==> src/rtl/fetch_stage_pkg.sv <==
// Shared Y86-64 front-end definitions: instruction codes, register ids,
// status codes, field widths and the F->D register layout.
package fetch_stage_pkg;

  localparam int NIBBLE_W   = 4;
  localparam int BYTE_W     = 8;
  localparam int D_WORD_W   = 64;
  localparam int IWIN_BYTES = 10;
  localparam int IWIN_W     = IWIN_BYTES * BYTE_W;

  // Instruction codes
  localparam logic [NIBBLE_W-1:0] IHALT   = 4'h0;
  localparam logic [NIBBLE_W-1:0] INOP    = 4'h1;
  localparam logic [NIBBLE_W-1:0] ICMOVQ  = 4'h2;
  localparam logic [NIBBLE_W-1:0] IIRMOVQ = 4'h3;
  localparam logic [NIBBLE_W-1:0] IRMMOVQ = 4'h4;
  localparam logic [NIBBLE_W-1:0] IMRMOVQ = 4'h5;
  localparam logic [NIBBLE_W-1:0] IOPQ    = 4'h6;
  localparam logic [NIBBLE_W-1:0] IJXX    = 4'h7;
  localparam logic [NIBBLE_W-1:0] ICALL   = 4'h8;
  localparam logic [NIBBLE_W-1:0] IRET    = 4'h9;
  localparam logic [NIBBLE_W-1:0] IPUSHQ  = 4'hA;
  localparam logic [NIBBLE_W-1:0] IPOPQ   = 4'hB;

  // Register ids
  localparam logic [NIBBLE_W-1:0] RRSP  = 4'h4;
  localparam logic [NIBBLE_W-1:0] RNONE = 4'hF;

  // Status codes
  localparam logic [NIBBLE_W-1:0] SAOK = 4'h1;
  localparam logic [NIBBLE_W-1:0] SHLT = 4'h2;
  localparam logic [NIBBLE_W-1:0] SADR = 4'h3;
  localparam logic [NIBBLE_W-1:0] SINS = 4'h4;

  // Contents of the F->D pipeline register
  typedef struct packed {
    logic [NIBBLE_W-1:0] stat;
    logic [NIBBLE_W-1:0] icode;
    logic [NIBBLE_W-1:0] ifun;
    logic [NIBBLE_W-1:0] ra;
    logic [NIBBLE_W-1:0] rb;
    logic [D_WORD_W-1:0] valc;
    logic [D_WORD_W-1:0] valp;
  } d_reg_t;

  // Reset and bubble value: a NOP that carries no operands
  localparam d_reg_t D_BUBBLE = '{
    stat:  SAOK,
    icode: INOP,
    ifun:  4'h0,
    ra:    RNONE,
    rb:    RNONE,
    valc:  64'h0,
    valp:  64'h0
  };

  // Instruction carries the rA:rB byte
  function automatic logic need_regids(input logic [NIBBLE_W-1:0] icode);
    return (icode == ICMOVQ)  || (icode == IIRMOVQ) || (icode == IRMMOVQ) ||
           (icode == IMRMOVQ) || (icode == IOPQ)    || (icode == IPUSHQ)  ||
           (icode == IPOPQ);
  endfunction

  // Instruction carries an 8-byte constant
  function automatic logic need_valc(input logic [NIBBLE_W-1:0] icode);
    return (icode == IIRMOVQ) || (icode == IRMMOVQ) || (icode == IMRMOVQ) ||
           (icode == IJXX)    || (icode == ICALL);
  endfunction

endpackage

==> src/rtl/fetch_align.sv <==
// Combinational instruction splitter: 10-byte window at f_pc -> decoded
// fields, status, next sequential PC and predicted next PC.
module fetch_align
  import fetch_stage_pkg::*;
(
  input  logic [D_WORD_W-1:0] pc,
  input  logic [IWIN_W-1:0]   win,
  input  logic                imem_err,
  output d_reg_t              fetched,
  output logic [D_WORD_W-1:0] pred_pc
);

  logic [BYTE_W-1:0]   byte0;
  logic [BYTE_W-1:0]   byte1;
  logic [NIBBLE_W-1:0] icode;
  logic                nr;
  logic                nc;
  logic [D_WORD_W-1:0] valc;
  logic [D_WORD_W-1:0] valp;

  // Field extraction; a bad fetch address is turned into a NOP so the
  // downstream stages see nothing but the ADR status.
  always_comb begin
    byte0 = win[0*BYTE_W +: BYTE_W];
    byte1 = win[1*BYTE_W +: BYTE_W];
    icode = imem_err ? INOP : byte0[7:4];
    nr    = need_regids(icode);
    nc    = need_valc(icode);

    valc = '0;
    if (nc) valc = nr ? win[2*BYTE_W +: D_WORD_W] : win[1*BYTE_W +: D_WORD_W];

    // 64-bit modulo on purpose: a fetch near the top of memory wraps
    valp = pc + 64'd1 + {63'd0, nr} + (nc ? 64'd8 : 64'd0);

    fetched.icode = icode;
    fetched.ifun  = imem_err ? 4'h0 : byte0[3:0];
    fetched.ra    = nr ? byte1[7:4] : RNONE;
    fetched.rb    = nr ? byte1[3:0] : RNONE;
    fetched.valc  = valc;
    fetched.valp  = valp;

    // ADR outranks INS outranks HLT
    if (imem_err)            fetched.stat = SADR;
    else if (icode > IPOPQ)  fetched.stat = SINS;
    else if (icode == IHALT) fetched.stat = SHLT;
    else                     fetched.stat = SAOK;

    // Jumps are predicted taken; calls always go to their target
    pred_pc = ((icode == IJXX) || (icode == ICALL)) ? valc : valp;
  end

endmodule

==> src/rtl/fetch_stage.sv <==
// Y86-64 fetch stage: PC select, F register (predicted PC) and the F->D
// pipeline register feeding decode.
module fetch_stage
  import fetch_stage_pkg::*;
#(
  parameter logic [63:0] RESET_PC = 64'h0
) (
  input  logic               clk_i,
  input  logic               rstn_i,
  output logic [63:0]        imem_addr_o,
  input  logic [79:0]        imem_data_i,
  input  logic               imem_err_i,
  input  logic [3:0]         M_icode_i,
  input  logic               M_cnd_i,
  input  logic [63:0]        M_valA_i,
  input  logic [3:0]         W_icode_i,
  input  logic [63:0]        W_valM_i,
  input  logic               F_stall_i,
  input  logic               D_stall_i,
  input  logic               D_bubble_i,
  output logic [3:0]         D_stat_o,
  output logic [3:0]         D_icode_o,
  output logic [3:0]         D_ifun_o,
  output logic [3:0]         D_rA_o,
  output logic [3:0]         D_rB_o,
  output logic [63:0]        D_valC_o,
  output logic [63:0]        D_valP_o
);

  logic [63:0] f_predpc_q;
  logic [63:0] f_pc;
  logic [63:0] f_predpc;
  d_reg_t      fetched;
  d_reg_t      d_q;

  // PC select: the mispredicted jump is older than the ret, so it wins
  always_comb begin
    if ((M_icode_i == IJXX) && !M_cnd_i) f_pc = M_valA_i;
    else if (W_icode_i == IRET)          f_pc = W_valM_i;
    else                                 f_pc = f_predpc_q;
  end

  assign imem_addr_o = f_pc;

  fetch_align u_align (
    .pc       (f_pc),
    .win      (imem_data_i),
    .imem_err (imem_err_i),
    .fetched  (fetched),
    .pred_pc  (f_predpc)
  );

  // F register: predicted PC, frozen while fetch is stalled
  always_ff @(posedge clk_i or negedge rstn_i) begin
    if (!rstn_i)         f_predpc_q <= RESET_PC;
    else if (!F_stall_i) f_predpc_q <= f_predpc;
  end

  // D register: stall holds and takes precedence over bubble
  always_ff @(posedge clk_i or negedge rstn_i) begin
    if (!rstn_i)          d_q <= D_BUBBLE;
    else if (D_stall_i)   d_q <= d_q;
    else if (D_bubble_i)  d_q <= D_BUBBLE;
    else                  d_q <= fetched;
  end

  assign D_stat_o  = d_q.stat;
  assign D_icode_o = d_q.icode;
  assign D_ifun_o  = d_q.ifun;
  assign D_rA_o    = d_q.ra;
  assign D_rB_o    = d_q.rb;
  assign D_valC_o  = d_q.valc;
  assign D_valP_o  = d_q.valp;

endmodule

==> config.mk <==
export PLATFORM = sky130hd
export DESIGN_NAME = fetch_stage
export DESIGN_NICKNAME = d
export VERILOG_FILES = /design/src/rtl/fetch_stage_pkg.sv /design/src/rtl/fetch_align.sv /design/src/rtl/fetch_stage.sv
export SDC_FILE = /design/constraint.sdc
export NUM_CORES = 1
export LEC_CHECK = 0
export ABC_AREA = 1
export BUFFER_PORTS_ARGS = -buffer_cell sky130_fd_sc_hd__clkbuf_2
export CORE_MARGIN = 4
export CORE_UTILIZATION = 29
export CTS_CLUSTER_SIZE = 25
export DETAILED_ROUTE_END_ITERATION = 6
export HOLD_SLACK_MARGIN = 0.06
export REMOVE_ABC_BUFFERS = 1
export SYNTH_ARGS = -nofsm -noshare
export SYNTH_HDL_FRONTEND = slang
export SYNTH_SLANG_ARGS = --single-unit
==> constraint.sdc <==
create_clock -name clk_i -period 2.25 [get_ports clk_i]
set_input_delay 0.3375 -clock clk_i [delete_from_list [all_inputs] [get_ports clk_i]]
set_output_delay 0.3375 -clock clk_i [all_outputs]
set_load 0.05 [all_outputs]
; After elaboration in Yosys (flattened, before gate mapping)
; Cells that the tools add are included.
[word_totals]
input_bits = 223
n_memories = 0
mem_bits_ro = 0
reg_bits = 212
out_inout_bits = 212
word_cells = 51
latch_bits = 0
mem_bits_rw = 0
[classes]
reduce_logical = 14
n_eq_ne = 11
n_mul = 0
shifts = 0
div = 0
addsub = 3
n_mux = 14
n_bitwise = 0
magnitude_cmp = 1
[op_table]
columns = cell, count
row1 = 64-bit two-way mux, 5
row2 = 148-bit two-way mux, 1
row3 = 64-bit by 1-bit adder with 64-bit output, 1
row4 = 64-bit by 1-bit adder with 64-bit output (second input constant), 1
row5 = 64-bit adder, 1
row6 = 4-bit two-way mux, 7
row7 = 4-bit by 3-bit equality test with 1-bit output (second input constant), 5
row8 = 4-bit equality test (second input constant), 4
row9 = 1-bit logical OR, 11
row10 = 4-bit by 2-bit equality test with 1-bit output (second input constant), 2
row11 = 4-bit greater-than comparator (second input constant), 1
row12 = 4-bit zero test, 1
row13 = 2-bit two-way mux, 1
row14 = 1-bit logical AND, 1
row15 = 1-bit zero test, 1

; Logic depth before layout (Yosys ltp)
; Gate-level depths: netlist (run 1).
[logic_depth]
word_depth = 11
ltp_mapped = 25
mapped_depth_nobuf = 24

; Hierarchy
; From an unflattened synthesis (run 1), not the netlist that was laid out.
[unflattened]
hier_cells = 2075
hier_area_um2 = 14591.5
[by_module_without_submodules]
columns = module, seq_area_each_um2, instances, cells_per_inst, area_per_inst_um2
row1 = fetch_stage, 5317.6, 1, 1033, 9690.5
row2 = fetch_align, 0.0, 1, 1042, 4901.0

; Least setup slack after synthesis (run 1)
; No wires, ideal clock.
[synth_timing]
kind = in2reg
startpoint = in M_icode_i[1]
endpoint = reg f_predpc_q[24]
setup_ns = 0.117
arrival_time_ns = 4.007
stages = 22
n_path_buf = 3
required_ns = 2.133
setup_slack_ns = -1.874
cell_sequence = nand2_1 nor2_4 nand2_4 buf_6 buf_6 buf_2 o21ai_0 inv_1 ha_1 inv_1 ha_1 nand2_1 nand3b_1 nand2_1 inv_1 nor2_1 nand2_1 nor2_4 xor2_1 nand2_1 nand2_1 nand2_1
[synth_via]
elab_chain_len = 7
[synth_rtl]
columns = element, line_no
row1 = start: declaration, fetch_stage.sv:13  ; input logic [3:0] M_icode_i,
row2 = 4-bit by 3-bit equality test with 1-bit output, fetch_stage.sv:38  ; if ((M_icode_i == IJXX) && !M_cnd_i) f_pc = M_valA_i;
row3 = 1-bit logical AND, fetch_stage.sv:38
row4 = 64-bit two-way mux, fetch_stage.sv:38
row5 = via imem_addr_o[0], fetch_stage.sv:10  ; output logic [63:0] imem_addr_o,
row6 = 64-bit by 1-bit adder with 64-bit output (2 in series), fetch_align.sv:34  ; valp = pc + 64'd1 + {63'd0, nr} + (nc ? 64'd8 : 64'd0);
row7 = 64-bit adder, fetch_align.sv:34
row8 = 64-bit two-way mux, fetch_align.sv:50  ; pred_pc = ((icode == IJXX) || (icode == ICALL)) ? valc : valp;
row9 = end signal: assignment, fetch_stage.sv:56  ; else if (!F_stall_i) f_predpc_q <= f_predpc;
row10 = end: declaration, fetch_stage.sv:30  ; logic [63:0] f_predpc_q;
; The timed path passes the listed nets, and every way through them passes these cells.
; A chain may end at the register's enable or synchronous reset.

; Final worst setup path (run 1)
[layout_timing]
startpoint = in M_icode_i[2]
endpoint = out imem_addr_o[56]
[layout_via]
elab_chain_len = 3
[layout_rtl]
columns = element, line_no
row1 = 4-bit by 3-bit equality test with 1-bit output, fetch_stage.sv:38
row2 = 1-bit logical AND, fetch_stage.sv:38
row3 = 64-bit two-way mux, fetch_stage.sv:38
row4 = end: declaration, fetch_stage.sv:10
; Every way passes these cells.

==> impl_metrics.yaml, run 1 <==
run_status:
  status: "complete, but fails checks"
  failed_checks: "setup timing"
synth:
  synth_cell_type_count: 38
  syn_avg_cell_area_um2: 6.449
  ys_warn_count: 0
  synth_adder_area_share_pct: 0.3516
  synth_edf_count: 0
  synthFlopType: "dfrtp_1"
  synth_top_family_by_area: "simple AND/OR/NAND/NOR gates"
  async_flop_share_pct: 100.0
  post_synth_xor_area_fraction_pct: 1.415
  synth_simple_gate_area_share_pct: 42.16
  synthMuxAreaShare_pct: 0
  ys_ff_latch: 211
  synth_compound_area_share_pct: 11.30
  seq_area_frac_synth_pct: 37.18
  syn_inst: 2207
  synth_area_um2: 14230
finish:
  drive_gt1_share_pct: 38.42
  n_antenna_cell: 0
  finish.instance_area_um2: 22460
  register_area_um2: 5293
  fillerInstances: 4935
  multi_input_area_um2: 9180
  num-nets-final: 3076
  layout_commonest_cell: "nand2_1"
  final_cell_mix: "nand2_1 (801), clkbuf_2 (370), buf_4 (232)"
  stdcell_count: 3527
  syn2layout_area_growth_pct: 57.79
  final_util_pct: 46.65
power:
  ir_worst_vdd_v: 0.0004775
  cellPowerDensity_nw_per_um2: 785.1
  static-leakage-power_nw: 11.48
global_routing:
  grt_first_pass_wirelength_um: 112800
  grt_max_degree: 113
  first_global_vias: 17560
  antenna_found_initial: 1
  grt_remaining_overflow: 0
  track_usage_pct: 27.86
critical_path:
  worst_ep_required_time_ns: 1.91
  crit_chain: "clkbuf_2, inv_2, nor2_4, buf_12, nand2_4, buf_6, buf_16, or2_2, nand2_2, buf_4, inv_1, buf_4, clkbuf_8"
  worstSetupPathType: "primary input to primary output"
  crit_path_end_kind: "primary output"
  cpMaxStageDelayCell: "or2_2"
  cp.arrival_ns: 2.12
  cp-start-kind: "primary input"
  crit_fanout: 27
  path_common_cell: "buf_4"
  cpPeakStageDelay_ns: 0.31
placement:
  place_hpwl_um: 57030
  gp_congestion: 0.9739
  pre_cts_ws_ns: -0.9397
  io_buffers: 433
  placed_cells: 3422
  place_area_um2: 19100
clock_network:
  clk_pin_slew_worst_paths_ns: 0.06
  cts_tree: "yes"
  cts_sinks: 211
  clk_latency_ns: 0.57
  cts_buffers: 28
  cts.htree.levels: 1
  cts_buffer_depth: 3
  root_buffer: "clkbuf_16"
timing:
  skew_ns: 0.01248
  slew_headroom_pct: 42.79
  rsz0062_at_grt: "true"
  worstMarginPinSlew_ns: 0.8581
  fmax_mhz: 407.3
  slew_violations: 0
  final.min_clock_period_ns: 2.455
  setup_viol: 84
  setup_ws_ns: -0.2053
  finalHoldViolCount: 0
  fin_crit_sh_pct: 109.1
  whs_ns: 0.08412
drt:
  vias_per_cell: 5.078
  wirelength_um: 77840
  dr.pass1.iters: 6
  ant_nets: 0
  drt_iter0_markers: 1671
  highest-signal-layer: "met4"
  vias: 17910
  wl_met1_um: 32940
  met2_length_um: 36970
  post_drt_wl_per_cell_um: 22.07
  drc_errors: 0
  met3WireLength_um: 5760
floorplan:
  fp.dieW_um: 229.5
  start_util_pct: 29.56
  rows: 80
  io_pins: 435
  core_region_area_um2: 48150
  die-area_um2: 52690
  fp.dieH_um: 229.5
flow_run:
  drv_cap: 0
worst_hold_path:
  hold_path_class: "primary input to flop"
==> routing by layer <==
| layer | vias to the layer above | global-route usage [%] |
|---|---|---|
| met5 | - | 0 |
| met4 | 0 | 7.284 |
| met3 | 125 | 4.498 |
| met2 | 775 | 46.45 |
| met1 | 8604 | 37.68 |
| li1 | 8405 | - |
==> synthesized netlist by cell type (all sizes together), types with 2 or more instances <==
cell / number / area share (%)
nand2: 924 / 24
nand3: 246 / 8.7
nor2: 204 / 5.9
dfrtp: 201 / 35
inv: 133 / 3.5
o21ai: 124 / 4.4
clkbuf: 75 / 2.0
o211ai: 60 / 3.2
a21oi: 59 / 2.1
buf: 51 / 2.0
nand3b: 38 / 2.0
xor2: 22 / 1.4
a22o: 14 / 0.86
or2: 13 / 0.57
dfstp: 10 / 1.8
nand4: 6 / 0.26
o32a: 6 / 0.42
ha: 4 / 0.35
a31oi: 3 / 0.13
o21bai: 3 / 0.16
and2: 2 / 0.088
clkinv: 2 / 0.053
nor3: 2 / 0.070
==> sequential cells by signal, summed over array words and instances, names as in the netlist <==
register / cells
D_valP_o: 64
D_rA_o: 4
D_stat_o: 3
D_valC_o: 64
D_icode_o: 4
D_ifun_o: 4
D_rB_o: 4
f_predpc_q: 64
==> final cells by class <==
class                   count  area share (%)
flip-flops and latches    211           23.57
repair buffers            738           24.97
well taps                 656           3.655
clock inverters            14           1.058
inverters                 135           2.312
clock buffers              38           3.560
multi-input cells        1735           40.87
==> power breakdown <==
part | internal, W | total (W) | switching (W) | leakage, nW
combinational | 0.00281 | 0.00794 | 0.00513 | 8.19
clock | 0.00318 | 0.00511 | 0.00193 | 0.500
sequential | 0.00428 | 0.00458 | 0.000297 | 2.79
==> worst paths after layout <==
path | cells after the start | endpoint | startpoint | slack, ns
max in group asynchronous | 3 | D_rB_o[3] | rstn_i | 1.20
min reg2reg | 2 | f_predpc_q[52] | f_predpc_q[52] | 0.47
max | 13 | imem_addr_o[56] | M_icode_i[2] | -0.21
min in group asynchronous | 2 | D_valC_o[29] | rstn_i | 0.32
min | 2 | D_rB_o[3] | imem_data_i[11] | 0.08
max reg2reg | 20 | f_predpc_q[34] | f_predpc_q[0] | -0.20
==> cells by family (layout without fill, tap and decap cells) <==
logic type                 count (synthesis)  count (layout)
and+or+nand+nor                         1436            1436
AOI/OAI and AO/OA                        271             271
buffers and inverters                    261             925
DFF                                      211             211
xor gates and xnor gates                  23              23
adders and majority gates                  4               4
other                                      1               1
==> critical path: cells and delay by family <==
family,cells,cell delay [ns]
buffers and inverters,9,1.12
and+or+nand+nor,4,0.59
==> per-stage QoR <==
step | power (W) | setup TNS, ns
finish | 0.01763 | -5.821
floorplan | 0.008224 | -727.25
CTS | 0.01716 | -3.254
global route | 0.01838 | -20.35
detailed placement | 0.01160 | -112.70
global placement | 0.01157 | -106.81
==> repair_timing <==
action,4_1_cts,5_1_grt
pin swaps,50,105
endpoints found under the hold margin,59,0
hold buffers,12,0
gates cloned,4,2
setup endpoints to repair,166,173
resized for setup,204,313
buffers inserted,8,32
No activity file was read; power rests on OpenSTA's default activity.
==> inputs of run 2 (changes only) <==
--- a/config.mk
+++ b/config.mk
@@ -9,8 +9,9 @@
 export BUFFER_PORTS_ARGS = -buffer_cell sky130_fd_sc_hd__clkbuf_2
 export CORE_MARGIN = 4
 export CORE_UTILIZATION = 29
-export CTS_CLUSTER_SIZE = 25
+export CTS_CLUSTER_SIZE = 40
 export DETAILED_ROUTE_END_ITERATION = 6
+export GPL_TIMING_DRIVEN = 0
 export HOLD_SLACK_MARGIN = 0.06
 export REMOVE_ABC_BUFFERS = 1
 export SYNTH_ARGS = -nofsm -noshare
==> constraint.sdc (replaced) <==
create_clock -name clk_i -period 2.2 [get_ports clk_i]
set_input_delay 0.33 -clock clk_i [delete_from_list [all_inputs] [get_ports clk_i]]
set_output_delay 0.33 -clock clk_i [all_outputs]
set_load 0.05 [all_outputs]
==> run 2 against run 1 <==
The run still ends with setup timing left. Critical path type is now primary input to flop. Critical endpoint is now D_valP_o[28]. Power decreased by 6.1%. Cell area decreased by 6.3%. First-iteration DRC count increased by 2.3%. Critical path depth increased by 10.
==> impl_metrics.yaml, run 2 (synthesized netlist as in run 1, its figures left out) <==
placement:
  place_hpwl_um: 52620
  gp_congestion: 0.9308
  pre_cts_ws_ns: -2.727
  placed_cells: 3189
  io_buffers: 433
clock_network:
  clk_latency_ns: 0.58
  root_buffer: "clkbuf_16"
  clk_pin_slew_worst_paths_ns: 0.06
  cts_buffer_depth: 3
  cts_buffers: 27
  cts.htree.levels: 1
  cts_sinks: 211
  cts_tree: "yes"
drt:
  drt_iter0_markers: 1710
  post_drt_wl_per_cell_um: 24.83
  drc_errors: 0
  ant_nets: 0
  vias_per_cell: 5.390
  dr.pass1.iters: 6
  vias: 18040
  wirelength_um: 83080
critical_path:
  worst_ep_required_time_ns: 2.64
  cpMaxStageDelayCell: "nor2_4"
  crit_fanout: 5
  worstSetupPathType: "primary input to flop"
  crit_chain: "clkbuf_16, nor2_4, buf_12, buf_16, nand2_8, buf_16, nand2_2, o211ai_1, o21ai_1, inv_1, ha_2, inv_2, ha_4, nand2_1, nand3b_1, nand2_4, inv_4, nor2_4, nand2_2, nor2_4, xor2_2, buf_4, o21ai_1"
  cp.arrival_ns: 3.19
  crit_path_end_kind: "flop"
  cp-start-kind: "primary input"
  path_common_cell: "nor2_4"
  cpPeakStageDelay_ns: 0.22
global_routing:
  track_usage_pct: 30.18
  antenna_found_initial: 9
  grt_remaining_overflow: 0
  grt_first_pass_wirelength_um: 119600
  first_global_vias: 17960
  grt_max_degree: 105
flow_run:
  drv_cap: 0
power:
  static-leakage-power_nw: 10.54
  cellPowerDensity_nw_per_um2: 786.4
  ir_worst_vdd_v: 0.0004702
finish:
  stdcell_count: 3346
  num-nets-final: 2895
  layout_commonest_cell: "nand2_1"
  final_cell_mix: "nand2_1 (794), clkbuf_2 (368), nand3_1 (229)"
  drive_gt1_share_pct: 33.61
  syn2layout_area_growth_pct: 47.89
worst_hold_path:
  hold_path_class: "primary input to flop"
floorplan:
  fp.dieW_um: 229.5
  io_pins: 435
  start_util_pct: 29.56
  die-area_um2: 52690
  rows: 80
  fp.dieH_um: 229.5
  core_region_area_um2: 48150
timing:
  skew_ns: 0.01337
  slew_headroom_pct: 48.73
  finalHoldViolCount: 0
  fmax_mhz: 363.6
  final.min_clock_period_ns: 2.750
  worstMarginPinSlew_ns: 0.7681
  setup_viol: 176
  rsz0062_at_grt: "true"
  slew_violations: 0
  fin_crit_sh_pct: 125.0
  setup_ws_ns: -0.5504
run_status:
  status: "complete, but fails checks"
  failed_checks: "setup timing"
## run 2: power breakdown
part / internal (W) / switching, W
combinational: 0.00203 / 0.00504
clock: 0.00287 / 0.00194
sequential: 0.00438 / 0.000291
total: 0.00927 / 0.00728
## run 2: per-stage QoR
step	TNS (ns)	power (W)	area [µm²]	utilization [%]	hold slack [ns]
3_5_place_dp	-397.04	0.01048	17150	35.61	0.2279
6_report	-40.05	0.01655	21050	43.72	0.08317
5_1_grt	-53.33	0.01728	21050	43.72	0.09770
4_1_cts	-27.97	0.01622	20240	42.04	0.06376
2_1_floorplan	-738.44	0.008411	13660	-	0.03441
3_3_place_gp	-3012.13	0.01037	16650	34.58	0.4576
## run 2: area by class of cell
type	instances	area [µm²]
multi-input combinational	1747	9329
sequential	211	5293
antenna	3	7.507
timing repair buffer	544	4105
tap	656	820.8
inverter	135	553.0
fill	4913	27100
timing repair inverter	2	17.52
clock inverter	13	168.9
clock buffer	35	755.7
## run 2: per-layer routing
metal	GRT usage (%)	part of all wire (%)	vias to the layer above
li1	-	-	8066
met5	0	0.031	-
met2	47.58	44	988
met3	5.840	8.2	242
met1	39.25	41	8733
met4	15.92	6.0	6
## run 2: final timing paths
check	cells after the start	endpoint	start	slack (ns)
max	23	D_valP_o[28]	W_icode_i[2]	-0.55
min	3	D_stat_o[1]	imem_err_i	0.08
max reg2reg	18	D_valP_o[28]	f_predpc_q[0]	-0.46
min reg2reg	2	f_predpc_q[35]	f_predpc_q[35]	0.47
max in group asynchronous	3	D_stat_o[2]	rstn_i	1.10
min in group asynchronous	2	D_valC_o[37]	rstn_i	0.20
## run 2: repair_timing
action / 4_1_cts / 5_1_grt
resized for setup: 310 / 207
endpoints found under the hold margin: 140 / 0
pin swaps: 37 / 54
gates cloned: 22 / 0
endpoints found under the setup margin: 233 / 187
hold buffers: 13 / 0
setup buffers: 52 / 21
## run 2: worst max-delay path, delay by kind of cell
family | cells | cell delay (ns)
AO/OA/AOI/OAI | 3 | 0.30
AND/OR/NAND/NOR | 9 | 1.10
buffers and inverters | 8 | 0.91
adder cells (fa/ha/maj) | 2 | 0.33
XOR/XNOR | 1 | 0.21
==> inputs of run 3 (changes only) <==
--- a/config.mk
+++ b/config.mk
@@ -11,9 +11,10 @@
 export CORE_UTILIZATION = 29
 export CTS_CLUSTER_SIZE = 40
 export DETAILED_ROUTE_END_ITERATION = 6
-export GPL_TIMING_DRIVEN = 0
 export HOLD_SLACK_MARGIN = 0.06
+export RECOVER_POWER = 100
 export REMOVE_ABC_BUFFERS = 1
 export SYNTH_ARGS = -nofsm -noshare
 export SYNTH_HDL_FRONTEND = slang
 export SYNTH_SLANG_ARGS = --single-unit
+export TNS_END_PERCENT = 30
==> run 3 against run 2 <==
The flow finishes with violations (capacitance limit, slew limit, setup timing). Die area unchanged. Register-to-register slack better by 0.15 ns. Non-clock buffer count up 196. Worst hold slack better by 0.0085 ns. Clock power down 11%. Cell count up 5.3%. Utilization up 1.0 points. Power up 1.8%. Largest power group unchanged.
==> impl_metrics.yaml, run 3 (synthesized netlist as in run 1, its figures left out) <==
timing:
  setup_viol: 180
  finalHoldViolCount: 0
  whs_ns: 0.09162
  setup_ws_ns: -0.3138
  skew_ns: 0.02578
  slew_headroom_pct: -15.98
  worstMarginPinSlew_ns: 1.740
  fmax_mhz: 397.8
  rsz0062_at_grt: "true"
  slew_violations: 52
  fin_crit_sh_pct: 114.3
  fin_setup_tns_ns: -28.05
  final.min_clock_period_ns: 2.514
finish:
  num-nets-final: 3077
  layout_commonest_cell: "nand2_1"
  final_cell_mix: "nand2_1 (820), clkbuf_2 (230), buf_4 (230)"
  stdcell_count: 3525
  syn2layout_area_growth_pct: 51.27
  drive_gt1_share_pct: 30.61
power:
  ir_worst_vdd_v: 0.0004182
  cellPowerDensity_nw_per_um2: 782.6
  static-leakage-power_nw: 10.77
  power_w: 0.01685
flow_run:
  drv_cap: 1
floorplan:
  start_util_pct: 29.56
  core_region_area_um2: 48150
  fp.dieW_um: 229.5
  die-area_um2: 52690
  fp.dieH_um: 229.5
  rows: 80
  io_pins: 435
clock_network:
  cts.htree.levels: 1
  cts_buffers: 27
  cts_sinks: 211
  clk_pin_slew_worst_paths_ns: 0.05
  cts_tree: "yes"
  cts_buffer_depth: 3
  root_buffer: "clkbuf_16"
  clk_latency_ns: 0.57
placement:
  place_hpwl_um: 57890
  io_buffers: 433
  placed_cells: 3443
  gp_congestion: 0.9673
  pre_cts_ws_ns: -0.9457
global_routing:
  first_global_vias: 17840
  track_usage_pct: 27.90
  grt_max_degree: 113
  grt_first_pass_wirelength_um: 113200
  grt_remaining_overflow: 0
  antenna_found_initial: 2
critical_path:
  crit_chain: "clkbuf_2, inv_1, nor2_4, clkbuf_4, nand2_4, buf_4, buf_12, buf_6, nand3_1, o21ai_2, inv_1, buf_4, clkbuf_2"
  worstSetupPathType: "primary input to primary output"
  crit_path_end_kind: "primary output"
  cpMaxStageDelayCell: "buf_12"
  crit_fanout: 45
  cp.arrival_ns: 2.18
  cp-start-kind: "primary input"
  worst_ep_required_time_ns: 1.87
  cpPeakStageDelay_ns: 0.23
run_status:
  status: "complete, but fails checks"
  failed_checks: "capacitance limit, slew limit, setup timing"
drt:
  wirelength_um: 76320
  drt_iter0_markers: 1411
  vias_per_cell: 5.092
  ant_nets: 0
  vias: 17950
  drc_errors: 0
  dr.pass1.iters: 5
  post_drt_wl_per_cell_um: 21.65
worst_hold_path:
  hold_path_class: "primary input to flop"
-- run 3: cell types whose count changed in the layout (fill, tap and decap cells not counted), moves of 25 or more --
cell	change
clkbuf_2	-138
nand2_1	+26
clkbuf_1	+155
buf_6	+29
clkbuf_8	-25
nor2_1	+44
buf_4	+179
nor2_2	-26
-- run 3: repair_timing --
item                                   in CTS  in global routing
pin swaps                                  46                 81
buffers inserted                            7                 19
gates cloned                                0                  0
setup endpoints to repair                 173                195
gates resized for setup                   244                200
hold buffers                               12                  0
endpoints found under the hold margin      71                  0
-- run 3: area by class of cell --
cell class / count / area, µm²
tap: 656 / 820.8
inverter: 135 / 516.7
fill: 5074 / 26620
timing repair buffer: 740 / 5189
clock inverter: 7 / 37.54
sequential: 211 / 5293
clock buffer: 40 / 774.5
antenna: 1 / 2.502
multi-input combinational: 1735 / 8897
-- run 3: path summary, 6_finish.rpt --
check / slack, ns / cells past startpoint / startpoint / to
max in group asynchronous: 0.40 / 3 / rstn_i / D_stat_o[2]
max: -0.31 / 13 / M_icode_i[2] / imem_addr_o[59]
min in group asynchronous: 0.52 / 2 / rstn_i / D_valC_o[29]
max reg2reg: -0.31 / 18 / f_predpc_q[0] / D_valP_o[10]
min: 0.09 / 2 / imem_data_i[11] / D_rB_o[3]
min reg2reg: 0.47 / 2 / f_predpc_q[24] / f_predpc_q[24]
-- run 3: metrics by stage --
step	area, µm²	utilization [%]
after floorplan	13660	-
after global placement	19260	40.00
after detailed placement	19260	40.00
after CTS	21130	43.88
after global routing	21530	44.71
final	21530	44.72
-- run 3: per-layer routing --
metal | vias up | wire length, µm | GRT usage, % | share of wire [%]
li1 | 8397 | - | - | -
met1 | 8685 | 32760 | 37.76 | 43
met2 | 724 | 35960 | 46.13 | 47
met3 | 140 | 4997 | 3.902 | 6.5
met4 | 2 | 2587 | 8.996 | 3.4
met5 | - | 13 | 0 | 0.017
-- run 3: power breakdown --
| part | internal [W] | total (W) | switching, W |
|---|---|---|---|
| clock | 0.00241 | 0.00427 | 0.00185 |
| combinational | 0.00275 | 0.00790 | 0.00514 |
| sequential | 0.00438 | 0.00469 | 0.000308 |
-- run 3: critical path: cells and delay by family --
family / cells / cell delay (ns)
compound gates: 1 / 0.11
simple gates: 3 / 0.23
buf+inv: 9 / 1.44
